### src/rtl/hazard_ctrl_unit.sv
// hazard_ctrl_unit
//   Pipeline hazard controller. It freezes the pipeline on an L1 miss,
//   flushes IF/ID and ID/EX on a jump or taken branch, and inserts
//   LU_CYCLES bubbles on a load-use dependency. Three saturating
//   performance counters record these events.
//
// Parameters
//   ADDR_W     register-specifier width
//   LU_CYCLES  bubbles per load-use hazard (1..7)
//   CNT_W      performance-counter width
//
// Ports
//   clk, rst                         clock, async active-high reset
//   id_rs, id_rt, id_rs_used,
//   id_rt_used                       ID-stage source operands
//   ex_wr, ex_memtoreg, ex_jumpctrl,
//   branch                           EX-stage destination / control
//   icache_stall, dcache_stall       L1 miss in progress
//   clr_cnt                          synchronous counter clear
//   pc_write, if_write, id_write,
//   exmem_write                      pipeline-register enables
//   if_flush, id_flush               bubble insertion
//   state_o                          00 RUN, 01 LU_STALL, 10 MISS
//   lu_cnt, miss_cnt, flush_cnt      performance counters
module hazard_ctrl_unit #(
  parameter int ADDR_W    = 5,
  parameter int LU_CYCLES = 1,
  parameter int CNT_W     = 16
) (
  input  logic              clk,
  input  logic              rst,
  input  logic [ADDR_W-1:0] id_rs,
  input  logic [ADDR_W-1:0] id_rt,
  input  logic              id_rs_used,
  input  logic              id_rt_used,
  input  logic [ADDR_W-1:0] ex_wr,
  input  logic              ex_memtoreg,
  input  logic [1:0]        ex_jumpctrl,
  input  logic              branch,
  input  logic              icache_stall,
  input  logic              dcache_stall,
  input  logic              clr_cnt,
  output logic              pc_write,
  output logic              if_write,
  output logic              id_write,
  output logic              exmem_write,
  output logic              if_flush,
  output logic              id_flush,
  output logic [1:0]        state_o,
  output logic [CNT_W-1:0]  lu_cnt,
  output logic [CNT_W-1:0]  miss_cnt,
  output logic [CNT_W-1:0]  flush_cnt
);

  typedef enum logic [1:0] {
    RUN      = 2'b00,
    LU_STALL = 2'b01,
    MISS     = 2'b10
  } state_t;

  localparam logic [2:0] LU_INIT = 3'(LU_CYCLES - 1);

  state_t     state, state_nx;
  state_t     saved, saved_nx;
  state_t     eff;
  logic [2:0] rem, rem_nx;
  logic       miss, redirect, luhit, lu_stall;

  assign miss     = icache_stall | dcache_stall;
  assign redirect = (ex_jumpctrl == 2'b01) | (ex_jumpctrl == 2'b10) |
                    ((ex_jumpctrl == 2'b11) & branch);
  assign luhit    = ex_memtoreg & (ex_wr != '0) &
                    ((id_rs_used & (id_rs == ex_wr)) |
                     (id_rt_used & (id_rt == ex_wr)));

  assign state_o = state;

  always_ff @(posedge clk or posedge rst) begin
    if (rst) begin
      state <= RUN;
      saved <= RUN;
      rem   <= '0;
    end else begin
      state <= state_nx;
      saved <= saved_nx;
      rem   <= rem_nx;
    end
  end

  // While in MISS the saved state stands in for the real one, so leaving
  // a miss resumes exactly where the frozen state left off; rem is simply
  // not touched during the freeze.
  always_comb begin
    pc_write    = 1'b1;
    if_write    = 1'b1;
    id_write    = 1'b1;
    exmem_write = 1'b1;
    if_flush    = 1'b0;
    id_flush    = 1'b0;
    lu_stall    = 1'b0;
    state_nx    = state;
    saved_nx    = saved;
    rem_nx      = rem;
    eff         = (state == MISS) ? saved : state;

    if (miss) begin
      pc_write    = 1'b0;
      if_write    = 1'b0;
      id_write    = 1'b0;
      exmem_write = 1'b0;
      state_nx    = MISS;
      if (state != MISS) saved_nx = state;
    end else if (redirect) begin
      if_flush = 1'b1;
      id_flush = 1'b1;
      state_nx = RUN;
      rem_nx   = '0;
    end else if (eff == LU_STALL || luhit) begin
      pc_write = 1'b0;
      if_write = 1'b0;
      id_flush = 1'b1;
      lu_stall = 1'b1;
      if (eff == LU_STALL) begin
        if (rem <= 3'd1) begin
          state_nx = RUN;
          rem_nx   = '0;
        end else begin
          state_nx = LU_STALL;
          rem_nx   = rem - 3'd1;
        end
      end else if (LU_CYCLES > 1) begin
        state_nx = LU_STALL;
        rem_nx   = LU_INIT;
      end else begin
        state_nx = RUN;
      end
    end else begin
      state_nx = RUN;
    end
  end

  always_ff @(posedge clk or posedge rst) begin
    if (rst) begin
      lu_cnt    <= '0;
      miss_cnt  <= '0;
      flush_cnt <= '0;
    end else if (clr_cnt) begin
      lu_cnt    <= '0;
      miss_cnt  <= '0;
      flush_cnt <= '0;
    end else begin
      if (lu_stall && lu_cnt != '1)               lu_cnt    <= lu_cnt + 1'b1;
      if (miss && miss_cnt != '1)                 miss_cnt  <= miss_cnt + 1'b1;
      if (redirect && !miss && flush_cnt != '1)   flush_cnt <= flush_cnt + 1'b1;
    end
  end

endmodule

### config.mk
export PLATFORM = sky130hd
export DESIGN_NAME = hazard_ctrl_unit
export DESIGN_NICKNAME = d
export VERILOG_FILES = /design/src/rtl/hazard_ctrl_unit.sv
export SDC_FILE = /design/constraint.sdc
export NUM_CORES = 1
export LEC_CHECK = 0
export ABC_CLOCK_PERIOD_IN_PS = 5600
export BUFFER_PORTS_ARGS = -buffer_cell sky130_fd_sc_hd__clkbuf_2
export CAP_MARGIN = 10
export CORE_UTILIZATION = 55
export CTS_CLUSTER_DIAMETER = 50
export CTS_CLUSTER_SIZE = 12
export DETAILED_ROUTE_END_ITERATION = 7
export PLACE_DENSITY = 0.89
export SLEW_MARGIN = 5
export SYNTH_ARGS = -nofsm -noshare
export SYNTH_HDL_FRONTEND = slang
export SYNTH_SLANG_ARGS = --single-unit
export TNS_END_PERCENT = 20
### constraint.sdc
create_clock -name clk -period 5.6 [get_ports clk]
set_input_delay 0.84 -clock clk [delete_from_list [all_inputs] [get_ports clk]]
set_output_delay 0.84 -clock clk [all_outputs]
set_load 0.01 [all_outputs]
[Word-level counts from Yosys, hierarchy flattened]
Index checks and enable logic that the tools add are counted.
Cells by class
  mux-type cells: 27
  $add $sub $neg: 4
  order comparisons: 1
  reduce and logical (&&, ||, !) cells: 14
  equal/unequal tests: 11
  bitwise gates (word level): 10
Operator list (count)
  $mux W16: 6
  $add A16 B1 Y16 const B: 3
  $ne A16 B16 Y1 const B: 3
  $mux W1: 12
  $mux W3: 4
  $eq A5 B5 Y1: 2
  $mux W2: 5
  $reduce_bool A2 Y1: 5
  $eq A2 B2 Y1 const B: 3
  $and A1 B1 Y1: 5
  $reduce_bool A5 Y1: 1
  $eq A2 B1 Y1 const B: 2
  $logic_and A1 B1 Y1: 4
  $or A1 B1 Y1: 4
  $le A3 B1 Y1 const B: 1
  $reduce_and A3 Y1: 1
  $sub A3 B1 Y3 const B: 1
  $ne A2 B2 Y1 const B: 1
  $reduce_and A2 Y1: 1
  $logic_not A1 Y1: 1
  $logic_or A1 B1 Y1: 1
  $not A1 Y1: 1
Word-level totals
  output and inout port bits: 56
  word-level logic and storage cells: 73
  bits of input ports: 26
  flip-flop bits (word level): 55

[Depth between registers and ports, before layout]
Gate-level depths: netlist of run 1.
  depth after elaboration: 11
  depth in mapped cells: 10
  depth with buffers taken out: 8

[Least setup slack after synthesis of run 1]
OpenSTA, ideal clock, no wires.
  path type: input port to output port
  start point: in id_rs[4]
  end point: out pc_write
  stages: 9
  arrival time: 2233 ps
  data required time: 4760 ps
  setup slack: 2527 ps
  path through: xnor2_1 nand4_1 o22ai_1 a31oi_1 clkbuf_1 clkbuf_1 nor2_1 nor2_1 buf_4
Between the ends
  longest elaborated chain between the ends: 8
RTL lines
  from (decl): RTL line 32  | input logic [ADDR_W-1:0] id_rs,
  $eq A5 B5 Y1: RTL line 73  | ((id_rs_used & (id_rs == ex_wr)) |
  $and A1 B1 Y1: RTL line 73
  $or A1 B1 Y1: RTL line 73
  $and A1 B1 Y1: RTL line 72  | assign luhit = ex_memtoreg & (ex_wr != '0) &
  $logic_or A1 B1 Y1: RTL line 118  | end else if (eff == LU_STALL || luhit) begin
  $mux W1 (3 in series)
  to (decl): RTL line 43  | output logic pc_write,
No other way between the ends.

[Final worst setup path of run 1]
  start point: in dcache_stall
  end point: out if_flush
Between the ends
  longest elaborated chain between the ends: 2
RTL lines
  from (decl): RTL line 41  | input logic dcache_stall,
  $or A1 B1 Y1: RTL line 69  | assign miss = icache_stall | dcache_stall;
  $mux W1: RTL line 106  | if (miss) begin
  to (decl): RTL line 47  | output logic if_flush,
No other way between the ends.

==> results.yml, run 1 <==
drt:
  vias_per_cell: 5.65
  drt_iter0_drc: 112
  routedWlPerCell_um: 14.4
  drc_errors: 0
  via_count: 2685
  wl_um: 6850
  drtAntennaViolNets: 0
  drt_first_pass_iters: 4
floorplan:
  io_pins: 82
  fp.coreArea_um2: 5240
  die_h_um: 76.8
  fp-row-count: 26
  die_w_um: 76.8
  start_util_pct: 58.7
  die_area_um2: 5890
min_path:
  hold_class: "reg -> reg"
  min_path_cells: 2
  hold_start: "saved[1]"
  hold_end: "saved[1]"
power_and_ir_drop:
  switchingPower_mw: 0.183
  p_int_mw: 0.615
  powerDensity_nw_per_um2: 219
  leakagePower_nw: 1.70
  clkPwrFrac_pct: 38.1
  p_sw_share_pct: 23.0
  seqPwrFrac_pct: 51.4
  p_comb_share_pct: 10.5
  vdd_drop_max_uv: 130
synth:
  synth_area_um2: 3080
  synth_edf_count: 0
  synth_area_leaders: "dfrtp_1, xor2_1, xnor2_1"
  synthesis.instances: 327
  syn_nets: 358
  synth_top_cell_by_area: "dfrtp_1"
  synth_ff_type: "dfrtp_1"
  ys.warnings.count: 0
  synthArstFlopShare_pct: 100
  yosysUniqueCellTypes: 45
  seq_area_frac_synth_pct: 44.8
  synth_seq_cells: 55
  syn_area_per_cell_um2: 9.41
  netlist.area_leader.share_pct: 44.8
placed_design:
  port_buffers: 81
  place_area_um2: 3510
  dp_slack_ns: 2.10
  dp.cells: 466
  dp_hpwl_um: 4730
  routabilityCongestion: 0.803
setup_path:
  required_ns: 4.76
  critPathMaxFanout: 12
  cp_slowest_cell: "inv_1"
  reg2reg_depth: 7
  reg2reg_to: "miss_cnt[13]"
  path_class: "in -> out"
  cp-startpoint: "dcache_stall"
  start_kind: "input port"
  reg2reg_from: "miss_cnt[0]"
  worst_ep_arrival_time_ns: 2.31
  end_kind: "output pin"
  cp_cell_sequence: "clkbuf_2 -> or2_1 -> inv_1 -> nand2_1 -> inv_1 -> clkbuf_2"
  ff2ff_setup_slack_ns: 3.10
  critPathMaxStageDelay_ns: 0.39
clocking:
  cts_tree: "built"
  htree_levels: 2
  clock-sinks: 55
  cts_resized: 0
  cts_buffers: 5
  cts_hold_buf: 0
  clock_latency_ns: 0.30
  post-cts-setup-buffer-count: 0
  root_buffer: "clkbuf_8"
  cts.path.max_buffers: 2
  path_clk_slew_ns: 0.09
layout:
  design_area_um2: 3650
  layout_common_cells: "clkbuf_2, dfrtp_1, nor2_1, nand2_1, a21oi_1"
  layout-drive-gt1-share_pct: 25.2
  instances_no_fill: 475
  syn2layout_area_growth_pct: 18.8
  antenna_cells: 0
  final_common_cell: "clkbuf_2"
  final_nets: 435
grt:
  antenna_found_initial: 0
  grt_max_degree: 56
  grt_pass1_vias: 2527
  grt_first_pass_wirelength_um: 11300
  grt_usage_pct: 23.8
  grt_overflow: 0
timing:
  setup_ws_ns: 2.45
  finalCriticalPeriod_ns: 3.15
  fin_hold_ws_ns: 0.520
  report.final.slew_viol_count: 0
  setup_viol: 0
  tns_ns: 0
  fin_crit_sh_pct: 56.3
  clock_skew_ns: 0.00501
  tightestPinTransition_ns: 1.01
  finalHoldViolCount: 0
  clock.fmax_mhz: 317
  slew_headroom_pct: 32.9
  rsz0062_at_grt: "no"
status:
  outcome: "finished clean"
job:
  drv_cap: 0
[worst max-delay path by stage]
stage / slack (ns) / cells after the start / endpoint
6_report: 2.45 / 6 / if_flush
5_1_grt: 2.38 / 8 / pc_write
3_3_place_gp: 2.22 / 8 / pc_write
3_5_place_dp: 2.10 / 8 / if_write
2_1_floorplan: 2.53 / 9 / pc_write
4_1_cts: 2.10 / 8 / if_write
[cell type report]
type	instances	area, um^2
timing repair buffer	83	424
tap	70	87.6
multi-input combinational	249	1600
clock inverter	2	60.1
clock buffer	6	72.6
sequential	55	1380
inverter	10	37.5
fill	397	1580
[registers in the layout, summed over array words and instances, names as in the netlist]
name and cells:
flush_cnt 16, lu_cnt 16, miss_cnt 16, rem 3, saved 2, state_o 2
[worst max-delay path: cells and delay by family]
kind | cells | cell delay (ns)
buffers and inverters | 4 | 0.80
AND/OR/NAND/NOR | 2 | 0.67
[synth_stat cells, types with 3 or more instances]
cell type	number
or3_1	7
dfrtp_1	55
nand4_1	11
clkbuf_1	8
inv_1	10
nor3_1	5
nand3_1	19
o21ai_0	13
mux2_2	3
or4_1	10
xor2_1	19
nand2_1	26
ha_1	5
and3_1	9
nor2b_1	3
xnor2_1	17
nor2_1	38
o31ai_1	10
a21oi_1	21
and4_1	5
[routing by layer]
metal  vias to the layer above  share of wire, %  GRT usage [%]
met5                         -                 0              0
met4                         0              0.63           9.23
met3                         4               3.3           3.69
met2                        66                51           41.8
met1                      1296                45           29.3
li1                       1319                 -              -
[per-stage QoR]
step / power [mW] / util [%]
2_1_floorplan: 0.475 / -
3_3_place_gp: 0.498 / 67.0
3_5_place_dp: 0.502 / 67.0
4_1_cts: 0.803 / 69.5
5_1_grt: 0.830 / 69.8
6_report: 0.798 / 69.8
[cells by family after synthesis]
logic type | Yosys count | share of synthesized area, %
flip-flops | 55 | 44.8
adder cells (fa/ha/maj) | 5 | 2.03
AND/OR/NAND/NOR | 145 | 25.3
AO/OA/AOI/OAI | 58 | 12.3
buffers and inverters | 23 | 3.58
multiplexers | 5 | 1.75
XOR/XNOR | 36 | 10.3
[power by group through the flow]
stage               sequential, mW  combinational (mW)  clock (mW)
detailed placement           0.418              0.0844           0
floorplan                    0.418              0.0565           0
CTS                          0.410              0.0847       0.308
finish                       0.410              0.0841       0.304
global placement             0.417              0.0807           0
global route                 0.411              0.0941       0.324
No activity file was read; power rests on OpenSTA's default activity.
==> run 2: changes to the inputs <==
--- a/config.mk
+++ b/config.mk
@@ -5,14 +5,15 @@
 export SDC_FILE = /design/constraint.sdc
 export NUM_CORES = 1
 export LEC_CHECK = 0
-export ABC_CLOCK_PERIOD_IN_PS = 5600
+export ABC_AREA = 1
+export ABC_CLOCK_PERIOD_IN_PS = 3100
 export BUFFER_PORTS_ARGS = -buffer_cell sky130_fd_sc_hd__clkbuf_2
 export CAP_MARGIN = 10
-export CORE_UTILIZATION = 55
+export CORE_UTILIZATION = 54
 export CTS_CLUSTER_DIAMETER = 50
 export CTS_CLUSTER_SIZE = 12
 export DETAILED_ROUTE_END_ITERATION = 7
-export PLACE_DENSITY = 0.89
+export PLACE_DENSITY = 0.86
 export SLEW_MARGIN = 5
 export SYNTH_ARGS = -nofsm -noshare
 export SYNTH_HDL_FRONTEND = slang
==> constraint.sdc (replaced) <==
create_clock -name clk -period 3.1 [get_ports clk]
set_input_delay 0.465 -clock clk [delete_from_list [all_inputs] [get_ports clk]]
set_output_delay 0.465 -clock clk [all_outputs]
set_load 0.01 [all_outputs]
==> run 2 against run 1 <==
Synthesized cell count grew 50%. Final area grew 8.4%. Sequential share of layout area shrank 2.9 points. Critical endpoint is now miss_cnt[12]. Global-route usage grew 0.69 points. Area after synthesis grew 11%. Utilization shrank 4.0 points. Clock skew grew 0.0044 ns.
==> results.yml, run 2 <==
synth:
  synth_seq_cells: 55
  synthArstFlopShare_pct: 100
  syn_nets: 521
  synthesis.instances: 490
  syn_area_per_cell_um2: 6.98
  synth_top_cell_by_area: "dfrtp_1"
  synth_edf_count: 0
  synthTopCellsByCount: "nand2_1, nor2_1, inv_1"
  synth_area_leaders: "dfrtp_1, nand2_1, nor2_1"
  netlist.area_leader.share_pct: 40.2
  synth_area_um2: 3420
  seq_area_frac_synth_pct: 40.2
  yosysUniqueCellTypes: 32
  synth.most_common_cell: "nand2_1"
  ys.warnings.count: 0
  synth_ff_type: "dfrtp_1"
floorplan:
  io_pins: 82
  fp.coreArea_um2: 6030
  die_area_um2: 6650
  die_w_um: 81.6
  start_util_pct: 56.7
  fp-row-count: 28
  die_h_um: 81.6
setup_path:
  path_class: "reg -> reg"
  critPathMaxFanout: 16
  reg2reg_from: "miss_cnt[0]"
  end_kind: "flop"
  cp-endpoint: "miss_cnt[12]"
  start_kind: "flop"
  ff2ff_setup_slack_ns: 1.05
  worst_ep_arrival_time_ns: 2.26
  required_ns: 3.31
  reg2reg_depth: 11
  reg2reg_to: "miss_cnt[12]"
  cp-startpoint: "miss_cnt[0]"
grt:
  grt_pass1_vias: 3093
  antenna_found_initial: 0
  grt_max_degree: 56
  grt_usage_pct: 24.5
  grt_overflow: 0
  grt_first_pass_wirelength_um: 12900
timing:
  clock.fmax_mhz: 487
  fin_crit_sh_pct: 66.2
  tns_ns: 0
  slew_headroom_pct: 54.4
  rsz0062_at_grt: "no"
  tightestPinTransition_ns: 0.684
  report.final.slew_viol_count: 0
  clock_skew_ns: 0.00938
  finalHoldViolCount: 0
  fin_hold_ws_ns: 0.325
  setup_viol: 0
  finalCriticalPeriod_ns: 2.05
power_and_ir_drop:
  leakagePower_nw: 2.01
  clkPwrFrac_pct: 33.7
  p_int_mw: 1.02
  design_power_total_mw: 1.36
  powerDensity_nw_per_um2: 342
  p_sw_share_pct: 24.7
  switchingPower_mw: 0.335
  seqPwrFrac_pct: 54.9
  vdd_drop_max_uv: 271
  p_comb_share_pct: 11.4
drt:
  drt_first_pass_iters: 4
  routedWlPerCell_um: 11.7
  vias_per_cell: 5.19
  wl_um: 7520
  via_count: 3334
  drc_errors: 0
  drt_iter0_drc: 128
  drtAntennaViolNets: 0
layout:
  final_common_cell: "nand2_1"
  fin_util_pct: 65.7
  reg_top3: "flush_cnt: 16 flops, lu_cnt: 16 flops, miss_cnt: 16 flops"
  syn2layout_area_growth_pct: 15.8
  layout-drive-gt1-share_pct: 17.8
  seqCellArea_um2: 1380
  fillers: 560
  instances_no_fill: 643
  final_nets: 599
  multiInputGateArea_um2: 1710
  antenna_cells: 0
  layout_common_cells: "nand2_1, clkbuf_2, nor2_1, inv_1, dfrtp_1"
placed_design:
  routabilityCongestion: 0.841
  dp_hpwl_um: 5580
  dp.cells: 636
  port_buffers: 81
clocking:
  cts_tree: "built"
  htree_levels: 2
  post-cts-setup-buffer-count: 0
  cts_resized: 0
  clock-sinks: 55
  root_buffer: "clkbuf_8"
  cts_buffers: 5
  clock_latency_ns: 0.29
  cts.path.max_buffers: 2
  path_clk_slew_ns: 0.10
  cts_hold_buf: 0
status:
  outcome: "finished clean"
min_path:
  hold_class: "in -> async"
job:
  drv_cap: 0
-- run 2: changes by cell type after synthesis, sizes merged, moves of 6 or more --
| cell | delta |
|---|---|
| and3 | -7 |
| nand3 | +21 |
| nor2 | +30 |
| a21oi | -6 |
| o21ai | +15 |
| nand2 | +106 |
| or4 | -10 |
| xor2 | -8 |
| or3 | -8 |
| inv | +53 |
| xnor2 | -13 |
| nor3 | +20 |
| o31ai | -8 |
-- run 2: layer usage --
metal,share of wire (%),up-vias,GRT usage [%]
met2,49,86,44.0
met4,0.84,0,6.32
met3,3.9,6,3.67
met1,46,1521,30.7
li1,-,1721,-
met5,0,-,0
-- run 2: worst min path at each step --
stage	startpoint	end	slack [ns]	depth (start not counted)
floorplan	saved[1]	saved[1]	0.49	2
global placement	saved[0]	saved[0]	0.52	2
detailed placement	state_o[0]	saved[0]	0.54	2
CTS	rst	miss_cnt[15]	0.36	3
global route	rst	miss_cnt[15]	0.41	3
finish	rst	miss_cnt[15]	0.32	3
-- run 2: layout make-up --
type | instances | share of cell area (%)
multi-input combinational | 357 | 43.2
sequential | 55 | 34.8
timing repair buffer | 85 | 11.0
inverter | 64 | 6.07
tap | 75 | 2.37
clock buffer | 6 | 1.83
clock inverter | 1 | 0.758
-- run 2: critical path, cell delays in order, from the launching register on --
cell and delay [ns]:
dfrtp_1 0.41, ha_1 0.21, nand2_1 0.08, inv_1 0.06
nand2_1 0.06, nor2_1 0.13, nand3_1 0.10, nand2_2 0.23
nand2_1 0.31, nand2_1 0.16, nor2_1 0.05, nor3_1 0.15
-- run 2: cells by family after synthesis --
kind of cell,count (synthesis),share of synthesized area (%)
fa+ha+maj,5,1.83
buf+inv,78,9.70
compound gates,54,8.42
xor+xnor,15,3.84
simple gates,283,36.0
flops,55,40.2
-- run 2: power by group through the flow --
stage	clock [mW]	combinational (mW)	sequential (mW)
detailed placement	0	0.156	0.759
global route	0.496	0.180	0.748
finish	0.457	0.154	0.745
floorplan	0	0.0985	0.762
global placement	0	0.151	0.758
CTS	0.467	0.157	0.745
-- run 2: per-stage QoR --
step / setup WS (ns) / cell area [um^2]
6_report: 1.05 / 3960
2_1_floorplan: 1.22 / 3420
3_3_place_gp: 1.06 / 3860
5_1_grt: 0.779 / 3960
3_5_place_dp: 0.929 / 3860
4_1_cts: 1.04 / 3960
==> run 3: changes to the inputs <==
--- a/config.mk
+++ b/config.mk
@@ -6,7 +6,7 @@
 export NUM_CORES = 1
 export LEC_CHECK = 0
 export ABC_AREA = 1
-export ABC_CLOCK_PERIOD_IN_PS = 3100
+export ABC_CLOCK_PERIOD_IN_PS = 1900
 export BUFFER_PORTS_ARGS = -buffer_cell sky130_fd_sc_hd__clkbuf_2
 export CAP_MARGIN = 10
 export CORE_UTILIZATION = 54
==> constraint.sdc (replaced) <==
create_clock -name clk -period 1.9 [get_ports clk]
set_input_delay 0.285 -clock clk [delete_from_list [all_inputs] [get_ports clk]]
set_output_delay 0.285 -clock clk [all_outputs]
set_load 0.01 [all_outputs]
==> run 3 against run 2 <==
Largest power group unchanged. Die area did not move. Final area rose by 4.8%. Highest routed layer unchanged. Via count rose by 4.5%. Register-to-register slack got worse by 0.90 ns. Critical path depth fell by 2. Sequential power rose by 62%. Worst hold slack got worse by 0.32 ns. Clock power rose by 66%. First-iteration DRC count rose by 48%. Global-route usage barely moved. Clock skew rose by 0.0035 ns.
==> results.yml, run 3 (synthesis gave the netlist of run 2 again) <==
power_and_ir_drop:
  p_sw_share_pct: 25.4
  leakagePower_nw: 2.09
  seqPwrFrac_pct: 53.5
  p_int_mw: 1.69
  vdd_drop_max_uv: 410
  switchingPower_mw: 0.576
  clkPwrFrac_pct: 33.4
  p_comb_share_pct: 13.1
  powerDensity_nw_per_um2: 546
setup_path:
  reg2reg_to: "lu_cnt[4]"
  start_kind: "flop"
  critPathMaxStageDelay_ns: 0.41
  reg2reg_depth: 9
  path_buf_inv: 0
  ff2ff_setup_slack_ns: 0.15
  crit_top_cell: "nand2_1"
  cp_cell_sequence: "ha_1 -> nand3_2 -> nand3b_1 -> nor2_2 -> nor2_4 -> nand3_4 -> nand2_8 -> nand2_1 -> nand2_1"
  end_kind: "flop"
  cp_slowest_cell: "dfrtp_1"
  worst_ep_arrival_time_ns: 1.95
  critical-path-top-delay-family: "simple AND/OR/NAND/NOR gates"
  critPathMaxFanout: 16
  reg2reg_from: "lu_cnt[1]"
  required_ns: 2.10
  path_class: "reg -> reg"
drt:
  met1_length_um: 3620
  drtAntennaViolNets: 0
  met3_length_um: 416
  dr.max_layer_used: "met4"
  via_count: 3485
  vias_per_cell: 5.30
  drt_first_pass_iters: 5
  drc_errors: 0
  drt_iter0_drc: 190
  routedWlPerCell_um: 12.2
  met2_length_um: 3920
  wl_um: 8010
grt:
  antenna_found_initial: 0
  grt_max_degree: 33
  grt_overflow: 0
  grt_first_pass_wirelength_um: 12900
  grt_usage_pct: 24.5
  grt_pass1_vias: 3022
min_path:
  hold_class: "in -> async"
timing:
  clock_skew_ns: 0.0129
  finalCriticalPeriod_ns: 1.75
  finalHoldViolCount: 0
  report.final.slew_viol_count: 0
  setup_ws_ns: 0.148
  setup_viol: 0
  slew_headroom_pct: 63.0
  fin_crit_sh_pct: 92.2
  tightestPinTransition_ns: 0.555
  clock.fmax_mhz: 571
  tns_ns: 0
floorplan:
  die_h_um: 81.6
  fp.coreArea_um2: 6030
  io_pins: 82
  fp-row-count: 28
  die_area_um2: 6650
  start_util_pct: 56.7
  die_w_um: 81.6
job:
  drv_cap: 0
layout:
  fillers: 532
  reg_top3: "flush_cnt: 16 flops, lu_cnt: 16 flops, miss_cnt: 16 flops"
  layout-drive-gt1-share_pct: 21.8
  final_nets: 613
  syn2layout_area_growth_pct: 21.4
  final_common_cell: "nand2_1"
  instances_no_fill: 657
  fin_util_pct: 68.9
  layout_common_cells: "nand2_1, clkbuf_2, inv_1, nor2_1, dfrtp_1"
  antenna_cells: 0
placed_design:
  port_buffers: 81
  routabilityCongestion: 0.878
  dp.cells: 642
  dp_hpwl_um: 5620
  dp_slack_ns: 0.00987
status:
  outcome: "finished clean"
clocking:
  clock_latency_ns: 0.31
  path_clk_slew_ns: 0.10
  cts_hold_buf: 0
  cts_tree: "built"
  cts_buffers: 5
  clock-sinks: 55
  root_buffer: "clkbuf_8"
  cts.path.max_buffers: 2
  htree_levels: 2
-- run 3: cell types whose count changed in the layout (fill, tap and decap cells not counted), sizes merged --
cell,delta
nand3,+2
buf,+12
-- run 3: final cells by class --
class                      instances  area, um^2  area share [%]
inverter                          64         240            5.79
clock inverter                     1        30.0           0.723
clock buffer                       6        72.6            1.75
sequential                        55        1380            33.2
tap                               75        93.8            2.26
multi-input combinational        359        1800            43.4
timing repair buffer              97         538            13.0
-- run 3: worst max-delay path by stage --
| stage | startpoint | end | slack, ns | cells past startpoint |
|---|---|---|---|---|
| finish | lu_cnt[1] | lu_cnt[4] | 0.15 | 9 |
| global route | flush_cnt[0] | flush_cnt[11] | -0.009 | 9 |
| CTS | flush_cnt[0] | flush_cnt[11] | 0.04 | 9 |
| detailed placement | miss_cnt[0] | miss_cnt[12] | 0.01 | 11 |
| global placement | ex_jumpctrl[0] | flush_cnt[11] | 0.05 | 10 |
| floorplan | lu_cnt[0] | lu_cnt[10] | 0.24 | 9 |
-- run 3: per-layer routing --
layer | GRT usage, % | up-vias
met5 | 0 | -
met4 | 6.32 | 0
met3 | 3.11 | 5
met2 | 41.8 | 101
met1 | 32.8 | 1624
li1 | - | 1755
-- run 3: power groups by stage --
stage          registers (mW)  logic (mW)  clock network, mW
2_1_floorplan            1.24       0.161                  0
3_3_place_gp             1.23       0.261                  0
3_5_place_dp             1.24       0.269                  0
4_1_cts                  1.21       0.271              0.776
5_1_grt                  1.22       0.336              0.812
6_report                 1.21       0.296              0.757
-- run 3: per-stage QoR --
step / power, mW / hold WS [ns] / instance area (um^2)
4_1_cts: 2.26 / 0.0119 / 4020
6_report: 2.27 / 0.00218 / 4150
2_1_floorplan: 1.40 / 0.490 / 3420
3_3_place_gp: 1.50 / 0.337 / 3920
5_1_grt: 2.36 / 0.0516 / 4150
3_5_place_dp: 1.51 / 0.346 / 3920
-- run 3: timing repair --
item / in CTS / in global routing
endpoints found under the setup margin: 2 / 40
resized for setup: 1 / 19
setup buffers: 0 / 6
cloned: 0 / 2
endpoints found under the hold margin: 0 / 0
pin swaps: 0 / 1
